<file path="config.mk">
export PLATFORM = sky130hd
export DESIGN_NAME = xbar_pkt_sched
export DESIGN_NICKNAME = d
export VERILOG_FILES = /design/src/rtl/xbar_pkt_sched_pkg.sv /design/src/rtl/xbar_pkt_sched_slice.sv /design/src/rtl/xbar_pkt_sched.sv
export SDC_FILE = /design/constraint.sdc
export NUM_CORES = 1
export LEC_CHECK = 0
export ABC_AREA = 1
export CAP_MARGIN = 30
export CORE_AREA = 2 2 117 119
export CTS_BUF_LIST = sky130_fd_sc_hd__clkbuf_4 sky130_fd_sc_hd__clkbuf_8
export DETAILED_ROUTE_END_ITERATION = 6
export DIE_AREA = 0 0 119 121
export PLACE_DENSITY = 0.84
export SKIP_LAST_GASP = 1
export SYNTH_ARGS = -nofsm -noshare
export SYNTH_HDL_FRONTEND = slang
export SYNTH_SLANG_ARGS = --single-unit
export TNS_END_PERCENT = 5
</file>
<file path="constraint.sdc">
create_clock -name clk -period 7.2 [get_ports clk]
set_clock_uncertainty 0.2 [all_clocks]
set_input_delay 1.44 -clock clk [delete_from_list [all_inputs] [get_ports clk]]
set_output_delay 1.44 -clock clk [all_outputs]
set_load 0.02 [all_outputs]
</file>
<file path="src/rtl/xbar_pkt_sched_pkg.sv">
// Shared types and helpers for the packet-aware crossbar grant scheduler:
// index-width helpers, per-output state record and the rotating-priority search.
package xbar_pkt_sched_pkg;

    // Internal index width; bounds the largest supported requester count.
    localparam int MAX_IN_W = 6;
    localparam int MAX_IN   = 1 << MAX_IN_W;

    function automatic int log2up(input int n);
        return (n <= 2) ? 1 : $clog2(n);
    endfunction

    typedef struct packed {
        logic                lock;
        logic [MAX_IN_W-1:0] owner;
        logic [MAX_IN_W-1:0] last;
    } slice_state_t;

    // First set bit of cand scanning upward from last+1, wrapping at n.
    // Returns 0 when nothing is set; callers qualify with |cand.
    function automatic logic [MAX_IN_W-1:0] rr_first(
        input logic [MAX_IN-1:0]   cand,
        input logic [MAX_IN_W:0]   n,
        input logic [MAX_IN_W-1:0] last
    );
        logic [MAX_IN_W-1:0] pick;
        logic                found;
        logic [MAX_IN_W+1:0] idx;
        pick  = '0;
        found = 1'b0;
        for (int k = 1; k <= MAX_IN; k++) begin
            idx = {2'b00, last} + (MAX_IN_W+2)'(k);
            if (idx >= {1'b0, n}) begin
                idx = idx - {1'b0, n};
            end
            if (!found && ((MAX_IN_W+1)'(k) <= n) && cand[idx[MAX_IN_W-1:0]]) begin
                pick  = idx[MAX_IN_W-1:0];
                found = 1'b1;
            end
        end
        return pick;
    endfunction

endpackage

</file>
<file path="src/rtl/xbar_pkt_sched_slice.sv">
// One output port of the scheduler: round-robin pick while idle, packet lock
// on the owner until its end-of-packet beat transfers.
module xbar_pkt_sched_slice
    import xbar_pkt_sched_pkg::*;
#(
    parameter int NUM_INPUTS  = 4,
    parameter int IN_WIDTH    = log2up(NUM_INPUTS),
    parameter bit LOCK_ENABLE = 1'b1
) (
    input  logic                  clk,
    input  logic                  reset,
    input  logic [NUM_INPUTS-1:0] cand,
    input  logic [NUM_INPUTS-1:0] eop,
    input  logic                  out_ready,
    output logic                  grant_valid,
    output logic [IN_WIDTH-1:0]   grant_idx,
    output logic                  locked,
    output logic                  fire,
    output logic                  collide
);

    slice_state_t        state_q, state_d;
    logic [MAX_IN-1:0]   cand_full, eop_full;
    logic [MAX_IN_W-1:0] rr_pick, gidx_full;
    logic                gv;

    always_comb begin
        cand_full = MAX_IN'(cand);
        eop_full  = MAX_IN'(eop);
        rr_pick   = rr_first(cand_full, (MAX_IN_W+1)'(NUM_INPUTS), state_q.last);

        if (state_q.lock) begin
            gv        = cand_full[state_q.owner];
            gidx_full = state_q.owner;
        end else begin
            gv        = |cand;
            gidx_full = rr_pick;
        end
        // Outputs read as idle for as long as reset is held.
        if (!reset) begin
            gv        = 1'b0;
            gidx_full = '0;
        end

        fire    = gv && out_ready;
        collide = fire && (|(cand & (cand - NUM_INPUTS'(1))));

        state_d = state_q;
        if (fire) begin
            state_d.last = gidx_full;
            if (LOCK_ENABLE && !eop_full[gidx_full]) begin
                state_d.lock  = 1'b1;
                state_d.owner = gidx_full;
            end else begin
                state_d.lock  = 1'b0;
            end
        end
    end

    always_ff @(posedge clk or negedge reset) begin
        if (!reset) begin
            state_q <= '{lock: 1'b0, owner: '0, last: MAX_IN_W'(NUM_INPUTS - 1)};
        end else begin
            state_q <= state_d;
        end
    end

    assign grant_valid = gv;
    assign grant_idx   = IN_WIDTH'(gidx_full);
    assign locked      = state_q.lock;

endmodule

</file>
<file path="src/rtl/xbar_pkt_sched.sv">
// Packet-aware grant scheduler for the stream crossbar: decodes candidates per
// output, fans ready back to the requesters and counts contended grants.
module xbar_pkt_sched
    import xbar_pkt_sched_pkg::*;
#(
    parameter int NUM_INPUTS    = 4,
    parameter int NUM_OUTPUTS   = 4,
    parameter int IN_WIDTH      = log2up(NUM_INPUTS),
    parameter int OUT_WIDTH     = log2up(NUM_OUTPUTS),
    parameter bit LOCK_ENABLE   = 1'b1,
    parameter int PERF_CTR_BITS = 32
) (
    input  logic                                  clk,
    input  logic                                  reset,
    input  logic [NUM_INPUTS-1:0]                 req_valid,
    input  logic [NUM_INPUTS-1:0][OUT_WIDTH-1:0]  req_sel,
    input  logic [NUM_INPUTS-1:0]                 req_eop,
    output logic [NUM_INPUTS-1:0]                 req_ready,
    output logic [NUM_OUTPUTS-1:0]                grant_valid,
    output logic [NUM_OUTPUTS-1:0][IN_WIDTH-1:0]  grant_idx,
    input  logic [NUM_OUTPUTS-1:0]                out_ready,
    output logic [NUM_OUTPUTS-1:0]                locked,
    output logic [PERF_CTR_BITS-1:0]              collisions
);

    localparam int OUT_PAD = 1 << OUT_WIDTH;
    localparam int IN_PAD  = 1 << IN_WIDTH;

    logic [NUM_INPUTS-1:0][OUT_WIDTH-1:0]  dest;
    logic [NUM_OUTPUTS-1:0][NUM_INPUTS-1:0] cand;
    logic [NUM_OUTPUTS-1:0]                fire, collide;
    logic [OUT_PAD-1:0]                    fire_pad;
    logic [OUT_PAD-1:0][IN_WIDTH-1:0]      gidx_pad;
    logic [IN_PAD-1:0]                     valid_pad;
    logic [IN_PAD-1:0][OUT_WIDTH-1:0]      dest_pad;
    logic [PERF_CTR_BITS-1:0]              collisions_q, collisions_d;

    genvar gi, go;

    generate
        for (gi = 0; gi < NUM_INPUTS; gi++) begin : g_dest
            assign dest[gi] = (NUM_OUTPUTS == 1) ? '0 : req_sel[gi];
        end

        for (go = 0; go < NUM_OUTPUTS; go++) begin : g_out
            for (gi = 0; gi < NUM_INPUTS; gi++) begin : g_cand
                assign cand[go][gi] = req_valid[gi] && (dest[gi] == OUT_WIDTH'(go));
            end

            xbar_pkt_sched_slice #(
                .NUM_INPUTS (NUM_INPUTS),
                .IN_WIDTH   (IN_WIDTH),
                .LOCK_ENABLE(LOCK_ENABLE)
            ) u_slice (
                .clk        (clk),
                .reset      (reset),
                .cand       (cand[go]),
                .eop        (req_eop),
                .out_ready  (out_ready[go]),
                .grant_valid(grant_valid[go]),
                .grant_idx  (grant_idx[go]),
                .locked     (locked[go]),
                .fire       (fire[go]),
                .collide    (collide[go])
            );

            // The owner must keep its destination until its packet ends.
            logic owner_moved;
            assign owner_moved = locked[go] && valid_pad[grant_idx[go]]
                                 && (dest_pad[grant_idx[go]] != OUT_WIDTH'(go));
            owner_keeps_sel: assert property (@(posedge clk) disable iff (!reset) !owner_moved);
        end
    endgenerate

    always_comb begin
        fire_pad                     = '0;
        fire_pad[NUM_OUTPUTS-1:0]    = fire;
        gidx_pad                     = '0;
        gidx_pad[NUM_OUTPUTS-1:0]    = grant_idx;
        valid_pad                    = '0;
        valid_pad[NUM_INPUTS-1:0]    = req_valid;
        dest_pad                     = '0;
        dest_pad[NUM_INPUTS-1:0]     = dest;
        req_ready                    = '0;
        for (int i = 0; i < NUM_INPUTS; i++) begin
            req_ready[i] = fire_pad[dest[i]] && (gidx_pad[dest[i]] == IN_WIDTH'(i));
        end
    end

    always_comb begin
        collisions_d = collisions_q;
        for (int o = 0; o < NUM_OUTPUTS; o++) begin
            collisions_d = collisions_d + PERF_CTR_BITS'(collide[o]);
        end
    end

    always_ff @(posedge clk or negedge reset) begin
        if (!reset) begin
            collisions_q <= '0;
        end else begin
            collisions_q <= collisions_d;
        end
    end

    assign collisions = collisions_q;

endmodule

</file>
; ---- After elaboration in Yosys (flattened, before gate mapping)
; Index checks and enable logic that the tools add are counted.
[totals]
reg_bits = 84
input_bits = 22
out_inout_bits = 52
word_cells = 317
[classes]
addsub = 40
order_cmp = 44
n_eq_ne = 15
n_mux = 128
bitwise_logic = 8
reduce_logical = 69
[op_table]
columns = operator, n
row1 = two-way mux 6 bit, 40
row2 = < comparator 6 x 7 -> 1 bit (second input constant), 24
row3 = binary-select mux 1 bit (select 6 bit), 24
row4 = adder 32 x 1 -> 32 bit, 4
row5 = greater-or-equal comparator 7 x 3 -> 1 bit (second input constant), 16
row6 = subtractor 6 x 3 -> 6 bit (second input constant), 16
row7 = adder 6 x 2 -> 7 bit (second input constant), 8
row8 = two-way mux 1 bit, 52
row9 = logical AND 1 bit, 40
row10 = OR reduction 4 bit, 8
row11 = adder 6 x 1 -> 7 bit (second input constant), 4
row12 = adder 6 x 3 -> 7 bit (second input constant), 4
row13 = equality test 2 bit (second input constant), 10
row14 = bitwise AND 4 bit, 4
row15 = binary-select mux 2 bit (select 2 bit), 4
row16 = subtractor 4 x 1 -> 4 bit (second input constant), 4
row17 = zero test 1 bit, 12
row18 = < comparator 2 x 3 -> 1 bit (second input constant), 4
row19 = equality test 2 x 1 -> 1 bit (second input constant), 5
row20 = zero test 2 bit, 5
row21 = binary-select mux 1 bit (select 2 bit), 4
row22 = two-way mux 2 bit, 4
row23 = AND reduction 2 bit, 4
row24 = inverter 1 bit, 4

; ---- Longest topological paths before layout
; Gate-level depths: netlist of the first run.
[logic_depth]
depth_word = 21
depth_mapped = 31
ltp_nobuf = 29

; ---- By module
; From an unflattened synthesis of the first run, not the netlist that was laid out.
[unflattened]
cells_unflattened = 1339
hier_area_um2 = 8712.1
[modules_own_cells]
columns = module, n_inst, cells_per_inst, area_per_inst_um2, seq_area_each_um2
row1 = xbar_pkt_sched_slice at g_out[1].u_slice ..., 3, 253, 1656.6, 327.8
row2 = xbar_pkt_sched, 1, 356, 2285.9, 800.8
row3 = xbar_pkt_sched_slice at g_out[0].u_slice, 1, 224, 1456.4, 327.8

; ---- Least setup slack after synthesis of the first run
; OpenSTA, ideal clock, no wires.
[synth_timing]
path_kind = input to register
from = in req_sel[2] in the netlist's numbering
to = reg collisions_q[30] (netlist: collisions[30])
setup_time_ns = 0.129
arrival_time_ns = 5.506
t_required_ns = 6.871
path_slack_ns = 1.364
path_stages = 28
n_path_buf = 1
cell_sequence = buf_2 > clkinv_1 > nand2_1 > nor2_1 > inv_1 > nand2_1 > o211ai_1 > nand2_1 > nand2_1 > clkinv_1 > o221ai_1 > fa_1 > fa_1 > inv_1 > fa_1 > nand3_1 > inv_1 > nand3_1 > nand3b_4 > nor2_2 > nand3_1 > nor2_1 > nand3_1 > nor4_4 > nand3_1 > nor2_1 > nand2_1 > xnor2_1
[synth_between]
elab_chain_cells = 12
elab_cells_between_ends = 52
classes_between = 8 x add/sub / 3 x eq/ne / 16 x mux / 4 x bitwise / 21 x reduce/logical
[synth_rtl]
columns = item, line
row1 = start: declaration, xbar_pkt_sched.sv:16  ; input logic [NUM_INPUTS-1:0][OUT_WIDTH-1:0] req_sel,
row2 = zero test 2 bit *, xbar_pkt_sched.sv:47  ; assign cand[go][gi] = req_valid[gi] && (dest[gi] == OUT_WIDTH'(go));
row3 = logical AND 1 bit *, xbar_pkt_sched.sv:47
row4 = binary-select mux 1 bit (select 6 bit), xbar_pkt_sched_slice.sv:33  ; gv = cand_full[state_q.owner];
row5 = two-way mux 1 bit (implied by the code), xbar_pkt_sched_slice.sv:33
row6 = two-way mux 1 bit *, xbar_pkt_sched_slice.sv:32  ; if (state_q.lock) begin
row7 = two-way mux 1 bit *, xbar_pkt_sched_slice.sv:40  ; if (!reset) begin
row8 = net g_out[0].u_slice.grant_valid, xbar_pkt_sched_slice.sv:15  ; output logic grant_valid,
row9 = logical AND 1 bit *, xbar_pkt_sched_slice.sv:45  ; fire = gv && out_ready;
row10 = logical AND 1 bit *, xbar_pkt_sched_slice.sv:46  ; collide = fire && (|(cand & (cand - NUM_INPUTS'(1))));
row11 = adder 32 x 1 -> 32 bit * (4 in a row), xbar_pkt_sched.sv:93  ; collisions_d = collisions_d + PERF_CTR_BITS'(collide[o]);
row12 = net collisions_d[30], xbar_pkt_sched.sv:36  ; logic [PERF_CTR_BITS-1:0] collisions_q, collisions_d;
row13 = end signal: assignment, xbar_pkt_sched.sv:101  ; collisions_q <= collisions_d;
row14 = end: declaration, xbar_pkt_sched.sv:36
; Mark *: on every way through the listed nets, which the timed path passes. The rest lies on a longest branch. The select of a mux whose other input is x is not followed.
; A chain may end at the register's enable or synchronous reset.

; ---- Worst setup path after layout of the first run
[layout_timing]
from = in req_sel[6] in the netlist's numbering
to = out req_ready[2]
[layout_between]
elab_chain_cells = 20
elab_cells_between_ends = 130
classes_between = 4 x eq/ne / 88 x mux / 38 x reduce/logical
[layout_rtl]
columns = item, line
row1 = "equality test 2 x 1 -> 1 bit, or another cell as far along", xbar_pkt_sched.sv:47
row2 = logical AND 1 bit, xbar_pkt_sched.sv:47
row3 = binary-select mux 1 bit (select 6 bit), xbar_pkt_sched_pkg.sv:36  ; if (!found && ((MAX_IN_W+1)'(k) <= n) && cand[idx[MAX_IN_W-1:0]]) begin
row4 = two-way mux 1 bit (implied by the code), xbar_pkt_sched_pkg.sv:36
row5 = two-way mux 1 bit, xbar_pkt_sched_pkg.sv:36
row6 = zero test 1 bit, xbar_pkt_sched_pkg.sv:36
row7 = logical AND 1 bit, xbar_pkt_sched_pkg.sv:36
row8 = two-way mux 1 bit, xbar_pkt_sched_pkg.sv:36
row9 = (+4 left out), n/a
row10 = logical AND 1 bit, xbar_pkt_sched_pkg.sv:36
row11 = two-way mux 6 bit, xbar_pkt_sched_pkg.sv:36
row12 = two-way mux 6 bit, xbar_pkt_sched_slice.sv:32
row13 = two-way mux 6 bit, xbar_pkt_sched_slice.sv:40
row14 = binary-select mux 2 bit (select 2 bit), xbar_pkt_sched.sv:86  ; req_ready[i] = fire_pad[dest[i]] && (gidx_pad[dest[i]] == IN_WIDTH'(i));
row15 = two-way mux 2 bit (implied by the code), xbar_pkt_sched.sv:86
row16 = equality test 2 bit, xbar_pkt_sched.sv:86
row17 = logical AND 1 bit *, xbar_pkt_sched.sv:86
row18 = end: declaration, xbar_pkt_sched.sv:18  ; output logic [NUM_INPUTS-1:0] req_ready,
; Mark *: on every way between the ends. The rest lies on a longest branch, timed or not. The select of a mux whose other input is x is not followed.

==> flow_summary.ini, run 1 <==
[min_path]
min_path_cells = 2
min_from = g_out[3].u_slice.state_q[6]$_DFFE_PN0P_
hold_class = flop to flop
min_to = g_out[3].u_slice.state_q[6]$_DFFE_PN0P_

[drt]
route.detailed.drc = 0
wire_per_inst_um = 13.8
wl_mm = 19.3
vias_per_cell = 5.47
vias = 7622
dr.pass1.iters = 5
drt.antenna.violating_nets = 0
drtIter0Drc = 853

[timing]
setup_viol = 0
min_period_ns = 6.48
fin_crit_sh = 0.900
rsz0062_at_grt = no
clock.fmax_mhz = 154
hold_violations = 0
slew_viol_final = 0
worst_pin_slew_ns = 0.721
finalSetupTns_ns = 0
slew_headroom = 0.519
whs_ns = 0.286

[synthesis]
synth_cells = 1155
synthSimpleGateAreaFrac = 0.366
synth_mux_area_frac = 0.00128
async_flop_share = 1.00
netlist.top_cell.by_area = dfrtp_1
synth.distinct_cells = 50
synth.top_cell.area_share = 0.244
synth_compound_area_frac = 0.0953
synthAdderAreaFrac = 0.102
synth_seq_cells = 84
synthFlopType = dfrtp_1
synth_edf_count = 0
ys_warn_count = 0
seq_area_frac_synth = 0.271
syn_area_um2 = 7800
synth_area_leaders = dfrtp_1 24%, nand2_1 14%, ha_1 9.5%
synthXorXnorAreaFrac = 0.0592
synth_area_per_cell_um2 = 6.75
synth_top_family_by_area = simple AND/OR/NAND/NOR gates
syn-num-nets = 1239

[power_and_ir_drop]
switching_share = 0.371
power.total_w = 0.00130
p_int_w = 0.000820
clockPowerShare = 0.283
powerDensity_nw_per_um2 = 148
power.leakage_nw = 4.56
power_frac_comb = 0.307
vdd_ir_drop_max_mv = 0.131
power_frac_seq = 0.409
power_switching_w = 0.000483

[worst_setup_path]
max_stage_delay_ns = 0.66
path_class = primary input to output port
path_max_fanout = 6
r2r_start = g_out[0].u_slice.state_q[8]$_DFFE_PN0P_
regToRegSetupSlack_ns = 2.37
rr_endpoint = collisions[30]$_DFF_PN0_
arrival_ns = 4.84
worstPathCellList = clkdlybuf4s50_1 -> inv_1 -> nand3_1 -> nand2_1 -> nand2_1 -> o21ai_1 -> nand3_1 -> nand2_1 -> inv_1 -> nand2_1 -> nand2_1 -> nand2_1 -> nand3_2 -> nand2_1 -> nand2_1 -> o21ai_0 -> nand2_1 -> a21oi_1 -> clkdlybuf4s50_1
slowest_stage = clkdlybuf4s50_1
endpoint_kind = output port
crit_buf_inv = 4
timing.critical_path.mode_cell = nand2_1
rr_worst_depth = 23
crit_family = simple AND/OR/NAND/NOR gates
worstPathRequired_ns = 5.56
crit_path_start_kind = primary input

[finish]
antenna_cells = 0
synthToLayoutAreaGrowth_pct = 12.7
multi_input_area_um2 = 4870
seqCellArea_um2 = 2110
filler_cell_count = 1124
layout_common_cells = 297 x nand2_1, 150 x inv_1, 137 x nor2_1
nNetsFinal = 1297
drive_gt1_frac = 0.0722
final_common_cell = nand2_1

[global_routing]
grt_pass1_vias = 6939
gr-total-overflow = 0
grt_max_degree = 61
antenna_found_initial = 0
grt_usage = 0.279
grt_first_pass_wirelength_mm = 32.9

[clock_network]
clk_pin_slew_ns = 0.10
postCtsSetupBuffers = 0
clockBufferDepth = 2
cts_sinks = 84
cts_tree = yes
ctsResizeCount = 0
htree_levels = 3
clk-insertion-delay-late_ns = 0.37
cts_buffers = 9
clock-root-buffer = clkbuf_8
ctsHoldBuffers = 0

[outcome]
outcome = finished, final reports clean

[placed_design]
dp_hpwl_mm = 15.0
gp_congestion = 0.969
io_buffers = 73

[floorplanning]
start_util = 0.596
core_um2 = 13100
die_x_um = 119
die_h_um = 121
pin_count = 74
die_area_um2 = 14400
row_count = 42

[run]
maxCapViolCount = 0
## how the worst max path moves through the flow
stage | from | endpoint | slack (ns) | cells past startpoint
detailed placement | req_sel[2] | collisions[30]$_DFF_PN0_ | 0.52 | 28
finish | req_sel[6] | req_ready[2] | 0.72 | 19
global route | req_sel[2] | collisions[30]$_DFF_PN0_ | 0.31 | 28
CTS | req_sel[6] | req_ready[2] | 0.82 | 19
global placement | req_sel[6] | collisions[30]$_DFF_PN0_ | 0.67 | 28
floorplan | req_sel[2] | collisions[30]$_DFF_PN0_ | 1.36 | 28
## cells by family (layout without fill, tap and decap cells)
kind of cell,after synthesis,after routing
XOR/XNOR,51,51
adder cells (fa/ha/maj),62,62
AO/OA/AOI/OAI,128,128
multiplexers,1,1
buffers and inverters,194,257
flip-flops,84,84
AND/OR/NAND/NOR,635,635
## worst reg2reg max path: stages (launching register included)
cell and delay, ns:
dfrtp_1 0.40, nor4_1 0.35, o21ai_0 0.14, nand2_1 0.09, nand2_1 0.20, clkinv_1 0.12
o221ai_1 0.15, fa_1 0.51, fa_1 0.47, inv_1 0.10, fa_1 0.21, nand3_1 0.11
inv_1 0.07, nand3_1 0.10, nand3b_4 0.19, nor2_2 0.12, nand3_1 0.11, nor2_1 0.12
nand3_1 0.12, nor4_4 0.24, nand3_1 0.19, nor2_1 0.19, nand2_1 0.09, xnor2_1 0.13
## final cells by class
type,instances,share of cell area
clock buffer,10,0.0157
clock inverter,6,0.00883
inverter,164,0.0700
multi-input combinational,877,0.554
sequential,84,0.240
tap,176,0.0251
timing repair buffer,77,0.0863
## Yosys cell counts (3+ instances only)
library cell,number
a211oi_1,3
clkinv_1,3
nand2_1,297
o21ai_1,5
xnor2_1,16
nor4_1,5
nand4_1,23
inv_1,150
a311oi_1,3
inv_2,11
a21oi_1,29
nand2_2,7
nand3b_1,3
o21bai_1,3
dfstp_2,8
ha_1,59
nor3_1,11
nand3_2,19
a31oi_1,5
buf_4,21
dfrtp_1,76
o22ai_1,5
nand3_1,109
or2_2,7
o21ai_0,56
o211ai_1,7
fa_1,3
xor2_1,33
nor2_1,137
a21o_1,3
buf_2,7
nor2_2,5
## power groups by stage
stage                     Clock, W  Combinational [W]  Sequential, W
after floorplan                  0           0.000291       0.000528
after global placement           0           0.000380       0.000541
after detailed placement         0           0.000387       0.000542
after CTS                 0.000374           0.000392       0.000533
after global routing      0.000396           0.000448       0.000538
final                     0.000369           0.000401       0.000533
## flip-flops by register name, summed over array words and instances, names as in the netlist
name,cells
g_out.u_slice.state_q,48
g_out.u_slice.locked,4
collisions,32
## per-stage QoR
| step | cells | util | cell area (um^2) | worst slack (ns) |
|---|---|---|---|---|
| after floorplan | 1155 | - | 7800 | 1.36 |
| after global placement | 1378 | 0.655 | 8570 | 0.669 |
| after detailed placement | 1378 | 0.655 | 8570 | 0.519 |
| after CTS | 1394 | 0.672 | 8790 | 0.824 |
| after global routing | 1394 | 0.672 | 8790 | 0.312 |
| final | 1394 | 0.672 | 8790 | 0.717 |
## metal layers
metal	track usage	routed length (um)	vias up	share of wire
met2	0.437	8530	302	0.44
li1	-	-	3816	-
met1	0.387	8580	3457	0.44
met5	0	0	-	0
met3	0.0508	1710	47	0.089
met4	0.102	484	0	0.025
Note: power is estimated with default switching activity, not from simulation.
==> run 2, diff against run 1 <==
--- a/config.mk
+++ b/config.mk
@@ -11,7 +11,8 @@
 export CTS_BUF_LIST = sky130_fd_sc_hd__clkbuf_4 sky130_fd_sc_hd__clkbuf_8
 export DETAILED_ROUTE_END_ITERATION = 6
 export DIE_AREA = 0 0 119 121
-export PLACE_DENSITY = 0.84
+export DONT_BUFFER_PORTS = 1
+export PLACE_DENSITY = 0.8
 export SKIP_LAST_GASP = 1
 export SYNTH_ARGS = -nofsm -noshare
 export SYNTH_HDL_FRONTEND = slang
==> constraint.sdc (replaced) <==
create_clock -name clk -period 5.95 [get_ports clk]
set_clock_uncertainty 0.2 [all_clocks]
set_input_delay 1.19 -clock clk [delete_from_list [all_inputs] [get_ports clk]]
set_output_delay 1.19 -clock clk [all_outputs]
set_load 0.02 [all_outputs]
==> run 2 against run 1 <==
  * Global-route usage down 1.1 points
  * Largest power group unchanged
  * Cell count decreased by 5.0%
  * Combinational power up 1%
  * Die area did not move
  * Routed wire length shrank 3.8%
  * Critical path depth rose by 1
  * Sequential share of layout area up 2.0 points
==> flow_summary.ini, run 2 (synthesis gave the netlist of run 1 again) <==
[outcome]
outcome = finished, final reports clean

[worst_setup_path]
crit_buf_inv = 2
max_stage_delay_ns = 0.65
r2r_start = g_out[2].u_slice.locked$_DFFE_PN0P_
worstPathCellList = inv_1 -> ha_1 -> a21oi_1 -> nand2_1 -> and2_1 -> ha_1 -> or2_2 -> a21oi_1 -> o21ai_0 -> nand2_1 -> nand3_2 -> nand3_1 -> nand2_1 -> nand2_1 -> nand3_2 -> nand2_1 -> inv_1 -> nor3_1 -> nor2_1 -> a21oi_1
arrival_ns = 4.24
timing.critical_path.mode_cell = nand2_1
slowest_stage = dfstp_2
worstPathRequired_ns = 4.56
crit_family = simple AND/OR/NAND/NOR gates
rr_endpoint = collisions[30]$_DFF_PN0_
path_max_fanout = 10
endpoint_kind = output port
crit_path_start_kind = flop
regToRegSetupSlack_ns = 1.25
rr_worst_depth = 23
path_class = flop to output port

[drt]
wl_mm = 18.6
wire_per_inst_um = 14.0
dr.pass1.iters = 6
vias = 7280
route.detailed.drc = 0
drtIter0Drc = 669
drt.antenna.violating_nets = 0
vias_per_cell = 5.50

[power_and_ir_drop]
power.leakage_nw = 4.32
vdd_ir_drop_max_mv = 0.158
powerDensity_nw_per_um2 = 190

[floorplanning]
core_um2 = 13100
die_x_um = 119
die_area_um2 = 14400
pin_count = 74
start_util = 0.596
die_h_um = 121
row_count = 42

[timing]
hold_violations = 0
min_period_ns = 5.63
setup_viol = 0
clock.fmax_mhz = 178
fin_ws_ns = 0.322
worst_pin_slew_ns = 0.673
finalSetupTns_ns = 0
slew_viol_final = 0
fin_crit_sh = 0.946
rsz0062_at_grt = no
slew_headroom = 0.549

[clock_network]
clk-insertion-delay-late_ns = 0.38
clockBufferDepth = 2
cts_buffers = 9
ctsResizeCount = 0
cts_tree = yes
clk_pin_slew_ns = 0.09
htree_levels = 3
clock-root-buffer = clkbuf_8
postCtsSetupBuffers = 0
cts_sinks = 84
ctsHoldBuffers = 0

[finish]
regMostFlops = g_out.u_slice.state_q
final_common_cell = nand2_1
nNetsFinal = 1227
antenna_cells = 0
largest_reg_flops = 48
layout_common_cells = 297 x nand2_1, 150 x inv_1, 137 x nor2_1
drive_gt1_frac = 0.0784
synthToLayoutAreaGrowth_pct = 3.88
filler_cell_count = 1230
final_cells = 1324

[placed_design]
dpl.cell_count = 1308
dp_hpwl_mm = 14.5
gp_congestion = 0.915
io_buffers = 0
dp_slack_ns = 0.176

[global_routing]
grt_usage = 0.268
gr-total-overflow = 0
grt_first_pass_wirelength_mm = 31.5
grt_max_degree = 106
antenna_found_initial = 0
grt_pass1_vias = 6771

[min_path]
hold_class = flop to flop
min_path_cells = 2
min_to = g_out[3].u_slice.state_q[6]$_DFFE_PN0P_
min_from = g_out[3].u_slice.state_q[6]$_DFFE_PN0P_

[run]
maxCapViolCount = 0
run 2: changes by cell type in the layout (fill, tap and decap cells not counted), sizes merged:
cell | previous run | this run
inv | 164 | 161
clkdlybuf4s50 | 72 | 0
buf | 5 | 7
clkinv | 4 | 5
clkbuf | 10 | 11
bufinv | 1 | 2
run 2: power breakdown:
group	internal [W]	leakage [nW]	total [W]	switching, W
sequential	0.000607	0.973	0.000656	0.0000489
combinational	0.000136	3.23	0.000406	0.000270
clock	0.000254	0.113	0.000477	0.000222
run 2: cell type report:
| cell class | instances | area, um^2 | area share |
|---|---|---|---|
| multi-input combinational | 877 | 4870 | 0.601 |
| tap | 176 | 220 | 0.0272 |
| clock inverter | 5 | 85.1 | 0.0105 |
| sequential | 84 | 2110 | 0.261 |
| timing repair buffer | 7 | 52.6 | 0.00649 |
| inverter | 164 | 616 | 0.0760 |
| clock buffer | 11 | 145 | 0.0179 |
run 2: per-stage QoR:
stage,util,power (W),hold slack [ns],area [um^2]
2_1_floorplan,-,0.000992,0.242,7800
3_3_place_gp,0.601,0.00106,0.257,7870
4_1_cts,0.619,0.00154,0.288,8100
6_report,0.619,0.00154,0.287,8100
3_5_place_dp,0.601,0.00107,0.269,7870
5_1_grt,0.619,0.00163,0.284,8100
run 2: layer usage:
layer	vias to the layer above	part of all wire	track usage
met4	0	0.023	0.0930
met3	38	0.085	0.0686
li1	3684	-	-
met1	3306	0.44	0.350
met5	-	0	0
met2	252	0.45	0.435
run 2: worst max path at each step:
stage                                                        from                  endpoint  slack, ns  depth (start not counted)
after floorplan                                        req_sel[2]  collisions[30]$_DFF_PN0_       0.36                         28
after global placement                                 req_sel[6]  collisions[30]$_DFF_PN0_       0.33                         27
after detailed placement                               req_sel[6]  collisions[30]$_DFF_PN0_       0.18                         27
after CTS                 g_out[1].u_slice.state_q[1]$_DFFE_PN1P_              req_ready[2]       0.33                         20
after global routing      g_out[1].u_slice.state_q[1]$_DFFE_PN1P_              req_ready[3]       0.03                         18
final                     g_out[1].u_slice.state_q[1]$_DFFE_PN1P_              req_ready[2]       0.32                         20
run 2: worst register-to-register path: stages (launching register included):
cell and delay, ns:
dfrtp_1 0.50, inv_1 0.22, o21ai_0 0.12, a21oi_1 0.20
nand2_1 0.09, nor2_1 0.08, o21ai_0 0.12, fa_1 0.49
fa_1 0.45, inv_1 0.10, fa_1 0.22, nand3_1 0.12
inv_1 0.08, nand3_1 0.10, nand3b_4 0.20, nor2_2 0.13
nand3_1 0.12, nor2_1 0.12, nand3_1 0.12, nor4_4 0.25
nand3_1 0.20, nor2_1 0.19, nand2_1 0.09, xnor2_1 0.13
